$ cat config.mk
export PLATFORM = sky130hd
export DESIGN_NAME = i2c_bus_monitor
export DESIGN_NICKNAME = d
export VERILOG_FILES = /design/src/rtl/i2c_pkg.sv /design/src/rtl/i2c_cond_detect.sv /design/src/rtl/i2c_bus_monitor.sv
export SDC_FILE = /design/constraint.sdc
export NUM_CORES = 1
export LEC_CHECK = 0
export CAP_MARGIN = 25
export CELL_PAD_IN_SITES_DETAIL_PLACEMENT = 1
export CELL_PAD_IN_SITES_GLOBAL_PLACEMENT = 2
export CORE_ASPECT_RATIO = 0.7
export CORE_MARGIN = 10
export CORE_UTILIZATION = 25
export CTS_BUF_LIST = sky130_fd_sc_hd__clkbuf_4 sky130_fd_sc_hd__clkbuf_8
export DETAILED_ROUTE_END_ITERATION = 10
export PLACE_DENSITY_LB_ADDON = 0.08
export SLEW_MARGIN = 20
export SYNTH_ARGS = -nofsm -noshare
export SYNTH_HDL_FRONTEND = slang
export SYNTH_SLANG_ARGS = --single-unit
export TNS_END_PERCENT = 10
$ cat constraint.sdc
create_clock -name clk -period 6.37 [get_ports clk]
set_clock_uncertainty 0.15 [all_clocks]
set_input_delay 1.911 -clock clk [delete_from_list [all_inputs] [get_ports clk]]
set_output_delay 1.911 -clock clk [all_outputs]
set_load 0.03 [all_outputs]
$ cat src/rtl/i2c_pkg.sv
// Shared types and defaults for the I2C bus monitor and condition detector.
package i2c_pkg;

    // Default width of the hold-off/timeout counters and their config inputs.
    localparam int CNT_W_DEFAULT = 16;

    // Bus ownership as seen by the monitor.
    typedef enum logic [1:0] {
        IDLE    = 2'd0,
        BUSY    = 2'd1,
        HOLDOFF = 2'd2
    } monitor_state_t;

endpackage : i2c_pkg

$ cat src/rtl/i2c_cond_detect.sv
// START/STOP condition detector on synchronised SDA/SCL.
// Keeps the previous-cycle line levels and flags an SDA edge while SCL stays
// high in both cycles; an SDA change alongside an SCL change is ignored.
module i2c_cond_detect (
    input  logic clk,
    input  logic n_rst,
    input  logic SDA_sync,
    input  logic SCL_sync,
    output logic start_cond,
    output logic stop_cond
);

    logic sda_q;
    logic scl_q;

    // Previous-cycle line levels; idle bus (both high) after reset.
    always_ff @(posedge clk or negedge n_rst) begin
        if (!n_rst) begin
            sda_q <= 1'b1;
            scl_q <= 1'b1;
        end else begin
            sda_q <= SDA_sync;
            scl_q <= SCL_sync;
        end
    end

    // SDA falling / rising while SCL is high across both samples.
    always_comb begin
        start_cond = scl_q & SCL_sync & sda_q & ~SDA_sync;
        stop_cond  = scl_q & SCL_sync & ~sda_q & SDA_sync;
    end

endmodule : i2c_cond_detect

$ cat src/rtl/i2c_bus_monitor.sv
// I2C bus monitor: decodes START / repeated START / STOP, tracks bus
// ownership, enforces a bus-free hold-off after STOP and raises an
// SMBus-style SCL-low timeout while the bus is owned.
//
// Line interface: SDA_sync/SCL_sync are already synchronised to clk.
// All outputs are registered; pulses last exactly one clk cycle.
module i2c_bus_monitor
    import i2c_pkg::*;
#(
    parameter int CNT_W = CNT_W_DEFAULT
) (
    input  logic             clk,
    input  logic             n_rst,
    input  logic             SDA_sync,
    input  logic             SCL_sync,
    input  logic [CNT_W-1:0] bus_free_cycles,
    input  logic [CNT_W-1:0] scl_low_timeout,
    input  logic             clear_timeout,
    output logic             start_det,
    output logic             rstart_det,
    output logic             stop_det,
    output logic             bus_busy,
    output logic             bus_available,
    output logic             timeout_pulse,
    output logic             timeout_flag
);

    monitor_state_t   state, state_n;
    logic [CNT_W-1:0] hold_cnt, hold_n;
    logic [CNT_W-1:0] low_cnt, low_n;
    logic [CNT_W:0]   hold_inc, low_inc;
    logic             start_cond, stop_cond;
    logic             start_n, rstart_n, stop_n, fire;

    i2c_cond_detect u_cond (
        .clk        (clk),
        .n_rst      (n_rst),
        .SDA_sync   (SDA_sync),
        .SCL_sync   (SCL_sync),
        .start_cond (start_cond),
        .stop_cond  (stop_cond)
    );

    // One extra bit so count+1 never wraps before comparison.
    assign hold_inc = {1'b0, hold_cnt} + (CNT_W+1)'(1);
    assign low_inc  = {1'b0, low_cnt} + (CNT_W+1)'(1);

    // State, counters and registered pulses/flag.
    always_ff @(posedge clk or negedge n_rst) begin
        if (!n_rst) begin
            state         <= IDLE;
            hold_cnt      <= '0;
            low_cnt       <= '0;
            start_det     <= 1'b0;
            rstart_det    <= 1'b0;
            stop_det      <= 1'b0;
            timeout_pulse <= 1'b0;
            timeout_flag  <= 1'b0;
        end else begin
            state         <= state_n;
            hold_cnt      <= hold_n;
            low_cnt       <= low_n;
            start_det     <= start_n;
            rstart_det    <= rstart_n;
            stop_det      <= stop_n;
            timeout_pulse <= fire;
            // A timeout firing together with a clear leaves the flag set.
            timeout_flag  <= fire | (timeout_flag & ~clear_timeout);
        end
    end

    // Next state, counter updates and pulse requests.
    always_comb begin
        state_n  = state;
        hold_n   = hold_cnt;
        low_n    = low_cnt;
        start_n  = 1'b0;
        rstart_n = 1'b0;
        stop_n   = 1'b0;
        fire     = 1'b0;
        case (state)
            IDLE: begin
                hold_n = '0;
                low_n  = '0;
                if (start_cond) begin
                    state_n = BUSY;
                    start_n = 1'b1;
                end else if (stop_cond) begin
                    stop_n = 1'b1;   // spurious STOP, bus stays free
                end
            end
            BUSY: begin
                hold_n = '0;
                if (start_cond) begin
                    rstart_n = 1'b1;
                    low_n    = '0;
                end else if (stop_cond) begin
                    stop_n  = 1'b1;
                    low_n   = '0;
                    state_n = (bus_free_cycles == '0) ? IDLE : HOLDOFF;
                end else if (SCL_sync) begin
                    low_n = '0;
                end else if ((scl_low_timeout != '0) &&
                             (low_inc == {1'b0, scl_low_timeout})) begin
                    fire    = 1'b1;
                    low_n   = '0;
                    state_n = (bus_free_cycles == '0) ? IDLE : HOLDOFF;
                end else if (!(&low_cnt)) begin
                    low_n = low_inc[CNT_W-1:0];   // saturates at all-ones
                end
            end
            HOLDOFF: begin
                low_n = '0;
                if (start_cond) begin
                    state_n = BUSY;   // another master took the bus
                    start_n = 1'b1;
                    hold_n  = '0;
                end else if (stop_cond) begin
                    stop_n = 1'b1;
                    hold_n = '0;
                end else if (hold_inc >= {1'b0, bus_free_cycles}) begin
                    state_n = IDLE;
                    hold_n  = '0;
                end else begin
                    hold_n = hold_inc[CNT_W-1:0];
                end
            end
            default: begin
                state_n = IDLE;
                hold_n  = '0;
                low_n   = '0;
            end
        endcase
    end

    // Level outputs decoded from the registered state.
    always_comb begin
        bus_busy      = (state == BUSY);
        bus_available = (state == IDLE);
    end

endmodule : i2c_bus_monitor
==> results.md, run 1 <==
* Final net count at 452
* Fraction of power consumed by combinational cells at 23.7%
* Number of I/O port buffers at 43
* Number of antenna violations at the first check in global routing at 0
* Routed wire length at 11.2 mm
* Time the final worst path needs with I/O delays and setup at 4.62 ns
* Number of nets produced by synthesis at 420
* Worst slew margin at 40.3%
* Final antenna diode count at 0
* 1st-pass router iterations at 4
* Die height at 116 um
* Top cells by area, synth: dfrtp_1, ha_1, xnor2_1
* Worst Setup Slack post-DPL at 1.42 ns
* XOR/XNOR share of the synthesized area at 11.5%
* Sequential group share of total power at 43.0%
* Number of buffers inserted for hold repair after clock tree synthesis at 0
* Post-Synth Adder-Cell Area at 6.87%
* Mean routed wirelength per cell at 19.9 um
* Maximum achievable frequency at 217 MHz
* Gate count of the mapped netlist at 365
* Layout-stage area growth over the synthesis result at 20.2%
* Max-cap violations at 0
* Vias/cell at 5.17
* Detail Route Antenna Nets at 0
* Leakage Power at 0.00173 uW
* Resized cells post-CTS at 0
* Post-synthesis area per instance at 8.98 um^2
* Critical Path RT at 6.43 ns
* Crit Reg-Reg Startpoint: hold_cnt[0]
* Total number of yosys warnings at 0
* Maximum fanout along the worst path at 6
* Synth top cells by count: dfrtp_1, nor2_1, and3_1, xnor2_1, inv_1
* Count leader, synth: dfrtp_1
* Type of the setup path with the least slack: in2reg
* Startpoint of the worst hold path: hold_cnt[0]
* Total global routing track utilization at 12.5%
* Initial DRC Count at 145
* Kind of start point of the critical path: input port
* Transition at the pin with the smallest max-transition slack at 0.873 ns
* Crit path capture type: flop
* Share of async-settable or async-resettable flops after synthesis at 100%
* Switching Power at 205 uW
* Share of final-layout standard cells stronger than drive strength 1 at 6.78%
* Combinational family with the most area after synthesis: simple AND/OR/NAND/NOR gates
* Final Worst Setup Slack at 1.75 ns
* Fill cells at 1450
* Result of the run: finished, final reports clean
* Area leader, netlist: dfrtp_1
* Insertion delay of the later-clocked pin in the worst-skew pair at 0.30 ns
* Count of pins over their slew limit at 0
* Count of vias placed by the detailed router at 2893
* Vias in the first global route at 2988
* Total congestion overflow after global routing at 0
* Internal portion of total power at 474 uW
* Sequential cell area fraction in the yosys report at 31.4%
* CP Data Arrival Time at 4.68 ns
* Max rail drop VDD at 0.126 mV
* Netlist area before placement at 0.00328 mm^2
* Timing startpoint of the critical path: scl_low_timeout[6]
* CTS tree: yes
* Number of enable flip-flop cells after synthesis at 0
* Power Dens Cells at 172 mW/mm^2
* Floorplan die area at 0.0182 mm^2
* Final setup TNS at 0 ns
* Post-synth cell types at 63
* Path type of the worst min-delay path: reg2reg
* Clock-pin slew of the registers on the worst-case setup and hold paths at 0.08 ns
* Detailed-placement wirelength estimate at 9.01 mm
* Portion of netlist area occupied by mux cells at 0%
* Cts bufs inserted at 5
* Setup repair bufs after CTS at 0
* Share of power burned in the clock network at 33.3%
* Sw Share at 30.1%
* Placer congestion estimate at 0.848
* Root Buffer: clkbuf_8
* FP Rows at 34
* Effective utilization at floorplan at 26.0%
* Setup violations, final at 0
* Largest net degree at the start of global routing at 42
* Final worst path period share at 72.5%
* Synthesized-area fraction occupied by ao, oa, aoi and oai cells at 14.1%
* Placeable Area at 0.0126 mm^2
* Horizontal die dimension at 157 um
* Yosys top cell area share at 29.8%
* Number of endpoints with negative hold slack in the final report at 0
* Setup repair after global routing missed its margin: false
* Number of primary I/O pins at 44
* Flip-flop and latch count after synthesis at 41
* DR DRC count at 0
* H-tree level count at 2
* Buffer depth of the longest clock path at 2
* Clock Sink Count at 41
* Top flip-flop cell by instance count after synthesis: dfrtp_1
* Share of synthesized cell area in and, or, nand and nor gates at 30.2%
* Wire length of the first global-routing pass at 17.9 mm
-- path summary, 6_finish.rpt --
check                               endpoint  slack (ns)  depth (start not counted)
worst max-delay path            timeout_flag        1.75                          8
min in group asynchronous        hold_cnt[3]        1.34                          1
worst min register to register   hold_cnt[0]        0.41                          1
worst max register to register  hold_cnt[15]        2.44                         15
worst min-delay path             hold_cnt[0]        0.41                          1
max in group asynchronous         low_cnt[6]        4.26                          2
-- power groups by stage --
stage	Combinational [uW]	Clock [uW]	Sequential, uW
after floorplan	98.6	0	286
after global placement	161	0	297
after detailed placement	161	0	297
after CTS	162	236	292
after global routing	179	246	295
final	161	226	292
-- registers in the layout (all words and copies together) (netlist names) --
| signal | flops |
|---|---|
| u_cond.sda_q | 1 |
| state | 2 |
| u_cond.scl_q | 1 |
| timeout_pulse | 1 |
| rstart_det | 1 |
| timeout_flag | 1 |
| stop_det | 1 |
| hold_cnt | 16 |
| low_cnt | 16 |
| start_det | 1 |
-- cell type report --
cell class,count,area (um^2),share of cell area [%]
clock buffers,7,90.1,2.28
clock inverters,1,30.0,0.762
inverters,22,82.6,2.09
multi-input cells,282,2060,52.1
flip-flops and latches,41,1030,26.1
well taps,162,203,5.14
repair buffers,45,453,11.5
-- placed cells by master (no fill, tap or decap), types with 4 or more instances in the layout --
| cell | count |
|---|---|
| a211oi_1 | 12 |
| a21o_1 | 5 |
| a21oi_1 | 10 |
| a31oi_1 | 4 |
| and3_1 | 23 |
| and4_1 | 4 |
| clkbuf_8 | 6 |
| clkdlybuf4s50_1 | 42 |
| dfrtp_1 | 39 |
| ha_1 | 18 |
| inv_1 | 22 |
| nand2_1 | 18 |
| nand2b_1 | 8 |
| nand3_1 | 20 |
| nand4_1 | 15 |
| nor2_1 | 27 |
| nor2b_1 | 4 |
| nor3_1 | 7 |
| nor4_1 | 12 |
| o211ai_1 | 4 |
| o21ai_0 | 4 |
| or4_1 | 4 |
| xnor2_1 | 23 |
| xor2_1 | 15 |
-- worst max-delay path, cell delays in order --
cell and delay [ns]:
clkdlybuf4s50_1 0.50, nor2b_1 0.19, a211oi_1 0.34, nand4_1 0.14
or4_1 0.41, a2111oi_0 0.77, nand3_1 0.25, o22ai_1 0.18
-- kinds of logic (layout without fill, tap and decap cells) --
group           after synthesis  count (layout)
fa+ha+maj                    18              18
compound gates               61              61
buf+inv                      42              75
xor+xnor                     40              40
simple gates                163             163
flops                        41              41
-- stage by stage --
step / total power, uW / util, % / instance area (um^2) / cells / hold WS (ns)
after floorplan: 385 / - / 3280 / 365 / 0.322
after global placement: 458 / 30.1 / 3800 / 551 / 0.402
after detailed placement: 459 / 30.1 / 3800 / 551 / 0.404
after CTS: 690 / 31.0 / 3920 / 559 / 0.420
after global routing: 720 / 31.2 / 3940 / 560 / 0.442
final: 679 / 31.2 / 3940 / 560 / 0.408
-- routing by layer --
layer,global-route usage [%],up-vias,wire (um)
met5,0,-,0
met3,2.70,4,652
met2,16.0,50,4240
met4,1.69,0,47
li1,-,1417,-
met1,20.5,1422,6220
No activity file was read; power rests on OpenSTA's default activity.
==> run 2: changes to the inputs <==
==> constraint.sdc (replaced) <==
create_clock -name clk -period 4.03 [get_ports clk]
set_clock_uncertainty 0.15 [all_clocks]
set_input_delay 1.209 -clock clk [delete_from_list [all_inputs] [get_ports clk]]
set_output_delay 1.209 -clock clk [all_outputs]
set_load 0.03 [all_outputs]
==> run 2 against run 1 <==
Against the previous run: register-to-register slack lost 2.0 ns; final cell count grew 3.4%; cell area grew 2.7%; critical path depth is the same; worst hold slack lost 0.011 ns; worst setup slack lost 1.4 ns; routed wire length grew 2.6%; first-iteration DRC count grew 8.3%; critical endpoint unchanged; largest cell class unchanged; largest power group unchanged.
==> results.md, run 2 (same netlist as run 1, synthesis figures left out) <==
* Max-cap violations at 0 (unchanged)
* CP Data Arrival Time at 3.78 ns (-0.90 ns)
* Initial DRC Count at 157 (+8.3%)
* Number of endpoints with negative hold slack in the final report at 0 (unchanged)
* Final antenna diode count at 0 (unchanged)
* Setup repair after global routing missed its margin: false
* Effective utilization at floorplan at 26.0% (unchanged)
* Final worst path period share at 92.3%
* Leakage Power at 0.00180 uW (+4.4%)
* Registers with the most flip-flops: hold_cnt (16), low_cnt (16), state (2)
* Ordered cell list for the critical path: clkdlybuf4s50_1 -> xor2_1 -> and4_1 -> nor2_1 -> or4_1 -> a2111oi_1 -> nand3_1 -> o22ai_1
* Number of primary I/O pins at 44 (unchanged)
* Total global routing track utilization at 12.9% (+0.39 points)
* Worst slew margin at 53.8% (+14 points)
* Worst-case register-to-register setup slack at 0.44 ns (-2.00 ns)
* Count of vias placed by the detailed router at 2965 (+2.5%)
* Path type of the worst min-delay path: reg2reg
* Largest net degree at the start of global routing at 42 (unchanged)
* Cell with the largest stage delay on the worst path: a2111oi_1
* Type of the setup path with the least slack: in2reg
* Total congestion overflow after global routing at 0 (unchanged)
* Commonest cells after routing, fill and taps aside: clkdlybuf4s50_1, dfrtp_1, nor2_1, and3_1, xnor2_1
* Count of pins over their slew limit at 0 (unchanged)
* Number of antenna violations at the first check in global routing at 0 (unchanged)
* DR DRC count at 0 (unchanged)
* Layout-stage area growth over the synthesis result at 23.4%
* Horizontal die dimension at 157 um (unchanged)
* Kind of start point of the critical path: input port
* Share of final-layout standard cells stronger than drive strength 1 at 11.0% (+4.2 points)
* Setup violations, final at 0 (unchanged)
* Cts bufs inserted at 5 (unchanged)
* Crit path capture type: flop
* Crit Reg-Reg Startpoint: low_cnt[0]
* Routed wire length at 11.5 mm (+2.6%)
* CTS tree: yes
* Startpoint of the worst hold path: timeout_flag
* 1st-pass router iterations at 4 (unchanged)
* Maximum fanout along the worst path at 2 (-4)
* Max rail drop VDD at 0.141 mV (+12%)
* Clock-pin slew of the registers on the worst-case setup and hold paths at 0.07 ns (about the same)
* Most frequent standard cell in the layout excluding fill and tap cells: clkdlybuf4s50_1
* H-tree level count at 2 (unchanged)
* Insertion delay of the later-clocked pin in the worst-skew pair at 0.30 ns (about the same)
* Number of buffers inserted for hold repair after clock tree synthesis at 0 (unchanged)
* Transition at the pin with the smallest max-transition slack at 0.691 ns (-0.182 ns)
* Clock Sink Count at 41 (unchanged)
* Placer congestion estimate at 0.825 (-2.8%)
* Number of I/O port buffers at 43 (unchanged)
* FF-to-FF path depth at 8 (-7)
* Placeable Area at 0.0126 mm^2 (unchanged)
* Worst Hold Endpoint: timeout_flag
* Detail Route Antenna Nets at 0 (unchanged)
* Floorplan die area at 0.0182 mm^2 (unchanged)
* Mean routed wirelength per cell at 19.8 um (-0.72%)
* Power Dens Cells at 253 mW/mm^2 (+47%)
* Buffer depth of the longest clock path at 2 (unchanged)
* Resized cells post-CTS at 0 (unchanged)
* Setup repair bufs after CTS at 0 (unchanged)
* FP Rows at 34 (unchanged)
* Time the final worst path needs with I/O delays and setup at 3.72 ns
* Detailed-placement wirelength estimate at 9.23 mm (+2.5%)
* Post-layout instance area at 0.00405 mm^2 (+2.7%)
* Total placed instance area at 0.00395 mm^2 (+3.9%)
* End-of-flow core utilization at 32.0% (+0.83 points)
* Die height at 116 um (unchanged)
* Result of the run: finished, final reports clean
* Worst-case hold slack at 0.397 ns (-0.0114 ns)
* Maximum achievable frequency at 269 MHz
* Wire length of the first global-routing pass at 18.3 mm (+2.3%)
* Final net count at 471 (+4.2%)
* R2R Path End: timeout_flag
* Final setup TNS at 0 ns (unchanged)
* Critical Path RT at 4.09 ns (-2.34 ns)
* Delay of the slowest critical-path stage at 0.63 ns (-0.14 ns)
* Vias in the first global route at 3054 (+2.2%)
* Instance count along the most critical hold path at 2 (+1)
* Vias/cell at 5.12 (-0.87%)
* Root Buffer: clkbuf_8
==> run 2: cell type report <==
class / count / area [um^2]
Fill cell: 1490 / 8590
Multi-Input combinational cell: 282 / 2060
Sequential cell: 41 / 1030
Timing Repair Buffer: 64 / 586
Clock buffer: 8 / 91.3
Inverter: 22 / 82.6
Tap cell: 162 / 203
==> run 2: critical path, delay by kind of cell <==
kind                      cells  cell delay [ns]
buffers and inverters         1             0.49
and+or+nand+nor               4             1.08
AOI/OAI and AO/OA             2             0.82
xor gates and xnor gates      1             0.18
==> run 2: metal layers <==
metal | global-route usage, % | wire length (um) | vias up
met4 | 1.69 | 42 | 0
met1 | 21.1 | 6530 | 1449
met2 | 16.7 | 4290 | 54
li1 | - | - | 1458
met5 | 0 | 0 | -
met3 | 2.59 | 592 | 4
==> run 2: power breakdown <==
part / total, uW / switching, uW / internal (uW)
Sequential: 461 / 33.4 / 428
Combinational: 264 / 145 / 119
Clock: 297 / 153 / 144
Total: 1020 / 332 / 691
==> run 2: metrics by stage <==
step                      setup WS, ns  power, uW  cells
after floorplan                  0.815        608    365
after global placement          -0.164        736    571
after detailed placement        -0.183        736    571
after CTS                        0.134       1040    579
after global routing             0.159       1090    579
final                            0.310       1020    579
==> run 2: worst max-delay path by stage <==
stage / start / to / cells after the start
floorplan: hold_cnt[0] / hold_cnt[10] / 14
global placement: scl_low_timeout[11] / timeout_flag / 8
detailed placement: scl_low_timeout[11] / timeout_flag / 8
CTS: scl_low_timeout[11] / timeout_flag / 8
global route: scl_low_timeout[6] / timeout_flag / 8
finish: scl_low_timeout[11] / timeout_flag / 8
==> run 3: changes to the inputs <==
--- a/config.mk
+++ b/config.mk
@@ -14,6 +14,7 @@
 export CTS_BUF_LIST = sky130_fd_sc_hd__clkbuf_4 sky130_fd_sc_hd__clkbuf_8
 export DETAILED_ROUTE_END_ITERATION = 10
 export PLACE_DENSITY_LB_ADDON = 0.08
+export REMOVE_ABC_BUFFERS = 1
 export SLEW_MARGIN = 20
 export SYNTH_ARGS = -nofsm -noshare
 export SYNTH_HDL_FRONTEND = slang
==> run 3 against run 2 <==
Against the previous run: core utilization fell by 0.11 points; sequential share of layout area rose by 0.087 points; flip-flop and latch count did not move; non-clock buffer count fell by 3; critical endpoint is now low_cnt[0].
==> results.md, run 3 (same netlist as run 1, synthesis figures left out) <==
* Max rail drop VDD at 0.132 mV (-6.1%)
* Placer congestion estimate at 0.840 (+1.8%)
* Count of vias placed by the detailed router at 2954 (-0.37%)
* Final worst path period share at 88.8% (-3.5 points)
* Result of the run: finished, final reports clean
* Sequential group share of total power at 45.2% (about the same)
* Switching Power at 325 uW (-2.0%)
* FP Rows at 34 (unchanged)
* Vias/cell at 5.13 (+0.15%)
* Floorplan die area at 0.0182 mm^2 (unchanged)
* Routed wire length at 11.5 mm (+0.31%)
* Detailed-placement wirelength estimate at 9.32 mm (+0.93%)
* Transition at the pin with the smallest max-transition slack at 0.665 ns (-0.0260 ns)
* Cts bufs inserted at 5 (unchanged)
* Fraction of power consumed by combinational cells at 26.1% (+0.3 points)
* Time the final worst path needs with I/O delays and setup at 3.58 ns (-0.143 ns)
* Effective utilization at floorplan at 26.0% (unchanged)
* Setup repair after global routing missed its margin: false
* Multi-input gate area in the final layout at 0.00206 mm^2 (about the same)
* Crit Reg-Reg Startpoint: hold_cnt[0]
* Commonest cells after routing, fill and taps aside: clkdlybuf4s50_1, dfrtp_1, nor2_1, and3_1, xnor2_1
* FF-to-FF path depth at 16 (+8)
* Initial DRC Count at 188 (+20%)
* Kind of start point of the critical path: input port
* Max-cap violations at 0 (unchanged)
* Layout-stage area growth over the synthesis result at 23.0%
* Worst slew margin at 54.5% (+0.70 points)
* CTS tree: yes
* Clock-pin slew of the registers on the worst-case setup and hold paths at 0.08 ns (about the same)
* Count of pins over their slew limit at 0 (unchanged)
* Setup repair bufs after CTS at 0 (unchanged)
* Internal portion of total power at 691 uW (about the same)
* Critical Path RT at 4.07 ns (-0.02 ns)
* Clock Sink Count at 41 (unchanged)
* Sw Share at 32.0% (-0.45 points)
* Die height at 116 um (unchanged)
* Leakage Power at 0.00179 uW (-0.55%)
* Horizontal die dimension at 157 um (unchanged)
* Share of final-layout standard cells stronger than drive strength 1 at 10.4% (-0.64 points)
* Number of I/O port buffers at 43 (unchanged)
* Root Buffer: clkbuf_8
* Resized cells post-CTS at 0 (unchanged)
* Total global routing track utilization at 13.0% (+0.090 points)
* Final net count at 468 (-0.64%)
* CP Data Arrival Time at 3.61 ns (-0.17 ns)
* Instance count along the most critical hold path at 2 (unchanged)
* Largest net degree at the start of global routing at 42 (unchanged)
* Number of buffers inserted for hold repair after clock tree synthesis at 0 (unchanged)
* Timing startpoint of the critical path: scl_low_timeout[6]
* Detail Route Antenna Nets at 0 (unchanged)
* Maximum achievable frequency at 280 MHz (+4.0%)
* Share of power burned in the clock network at 28.6% (-0.4 points)
* Worst-case register-to-register setup slack at 0.47 ns (+0.03 ns)
* Capture point of the worst path: low_cnt[0]
* Number of endpoints with negative hold slack in the final report at 0 (unchanged)
* Mean routed wirelength per cell at 19.9 um (+0.84%)
* Maximum fanout along the worst path at 6 (+4)
* Setup violations, final at 0 (unchanged)
* Final setup TNS at 0 ns (unchanged)
* H-tree level count at 2 (unchanged)
* Buffer depth of the longest clock path at 2 (unchanged)
* Path type of the worst min-delay path: reg2reg
* Insertion delay of the later-clocked pin in the worst-skew pair at 0.30 ns (about the same)
* DR DRC count at 0 (unchanged)
* Number of antenna violations at the first check in global routing at 0 (unchanged)
* Total congestion overflow after global routing at 0 (unchanged)
* Placeable Area at 0.0126 mm^2 (unchanged)
* Combined flip-flop and latch cell area at 0.00103 mm^2 (unchanged)
* Overall power consumption at 1020 uW (-0.62%)
* Registers with the most flip-flops: hold_cnt (16), low_cnt (16), state (2)
* Most frequent standard cell in the layout excluding fill and tap cells: clkdlybuf4s50_1
* Final antenna diode count at 0 (unchanged)
* Crit path capture type: flop
* R2R Path End: hold_cnt[15]
* Wire length of the first global-routing pass at 18.5 mm (+1.4%)
* 1st-pass router iterations at 5 (+1)
* Type of the setup path with the least slack: in2reg
* Vias in the first global route at 3098 (+1.4%)
* Power Dens Cells at 252 mW/mm^2 (-0.28%)
* Number of primary I/O pins at 44 (unchanged)
* Fill cells at 1471 (-1.3%)
## run 3: cell types whose count changed in the layout (fill, tap and decap cells not counted), sizes merged
cell	previous run	this run
buf	22	19
## run 3: final cells by class
| class | count | share of cell area, % |
|---|---|---|
| clock buffers | 8 | 2.26 |
| inverters | 22 | 2.05 |
| multi-input cells | 282 | 51.0 |
| flip-flops and latches | 41 | 25.5 |
| well taps | 162 | 5.02 |
| repair buffers | 61 | 14.2 |
## run 3: how the worst min path moves through the flow
stage	from	endpoint	slack [ns]
finish	timeout_flag	timeout_flag	0.39
global route	timeout_flag	timeout_flag	0.43
CTS	timeout_flag	timeout_flag	0.39
detailed placement	timeout_flag	timeout_flag	0.38
global placement	timeout_flag	timeout_flag	0.38
floorplan	hold_cnt[0]	hold_cnt[0]	0.32
## run 3: worst max-delay path, cell delays in order
cell	delay, ns
clkdlybuf4s50_1	0.52
nor2b_1	0.20
a21oi_1	0.14
nor2_1	0.09
a2111oi_0	0.60
nand4_2	0.32
nor4b_4	0.22
a311o_1	0.32
## run 3: per-layer routing
metal | GRT usage [%] | up-vias | routed length, um
met5 | 0 | - | 0
met2 | 16.4 | 48 | 4230
met1 | 21.5 | 1446 | 6540
met4 | 1.69 | 0 | 52
li1 | - | 1451 | -
met3 | 2.63 | 9 | 669
## run 3: power groups by stage
stage / logic (uW) / clock network [uW] / registers (uW)
2_1_floorplan: 137 / 0 / 460
3_3_place_gp: 265 / 0 / 468
3_5_place_dp: 262 / 0 / 468
4_1_cts: 265 / 301 / 459
5_1_grt: 297 / 317 / 464
6_report: 266 / 291 / 460
## run 3: per-stage QoR
stage,instances,area (um^2),setup slack (ns),hold slack [ns],util (%)
2_1_floorplan,345,3170,0.763,0.323,-
3_3_place_gp,567,3920,0.125,0.383,31.0
3_5_place_dp,567,3920,0.213,0.381,31.0
4_1_cts,575,4010,0.517,0.393,31.8
5_1_grt,576,4030,0.269,0.426,31.9
6_report,576,4030,0.453,0.387,31.9
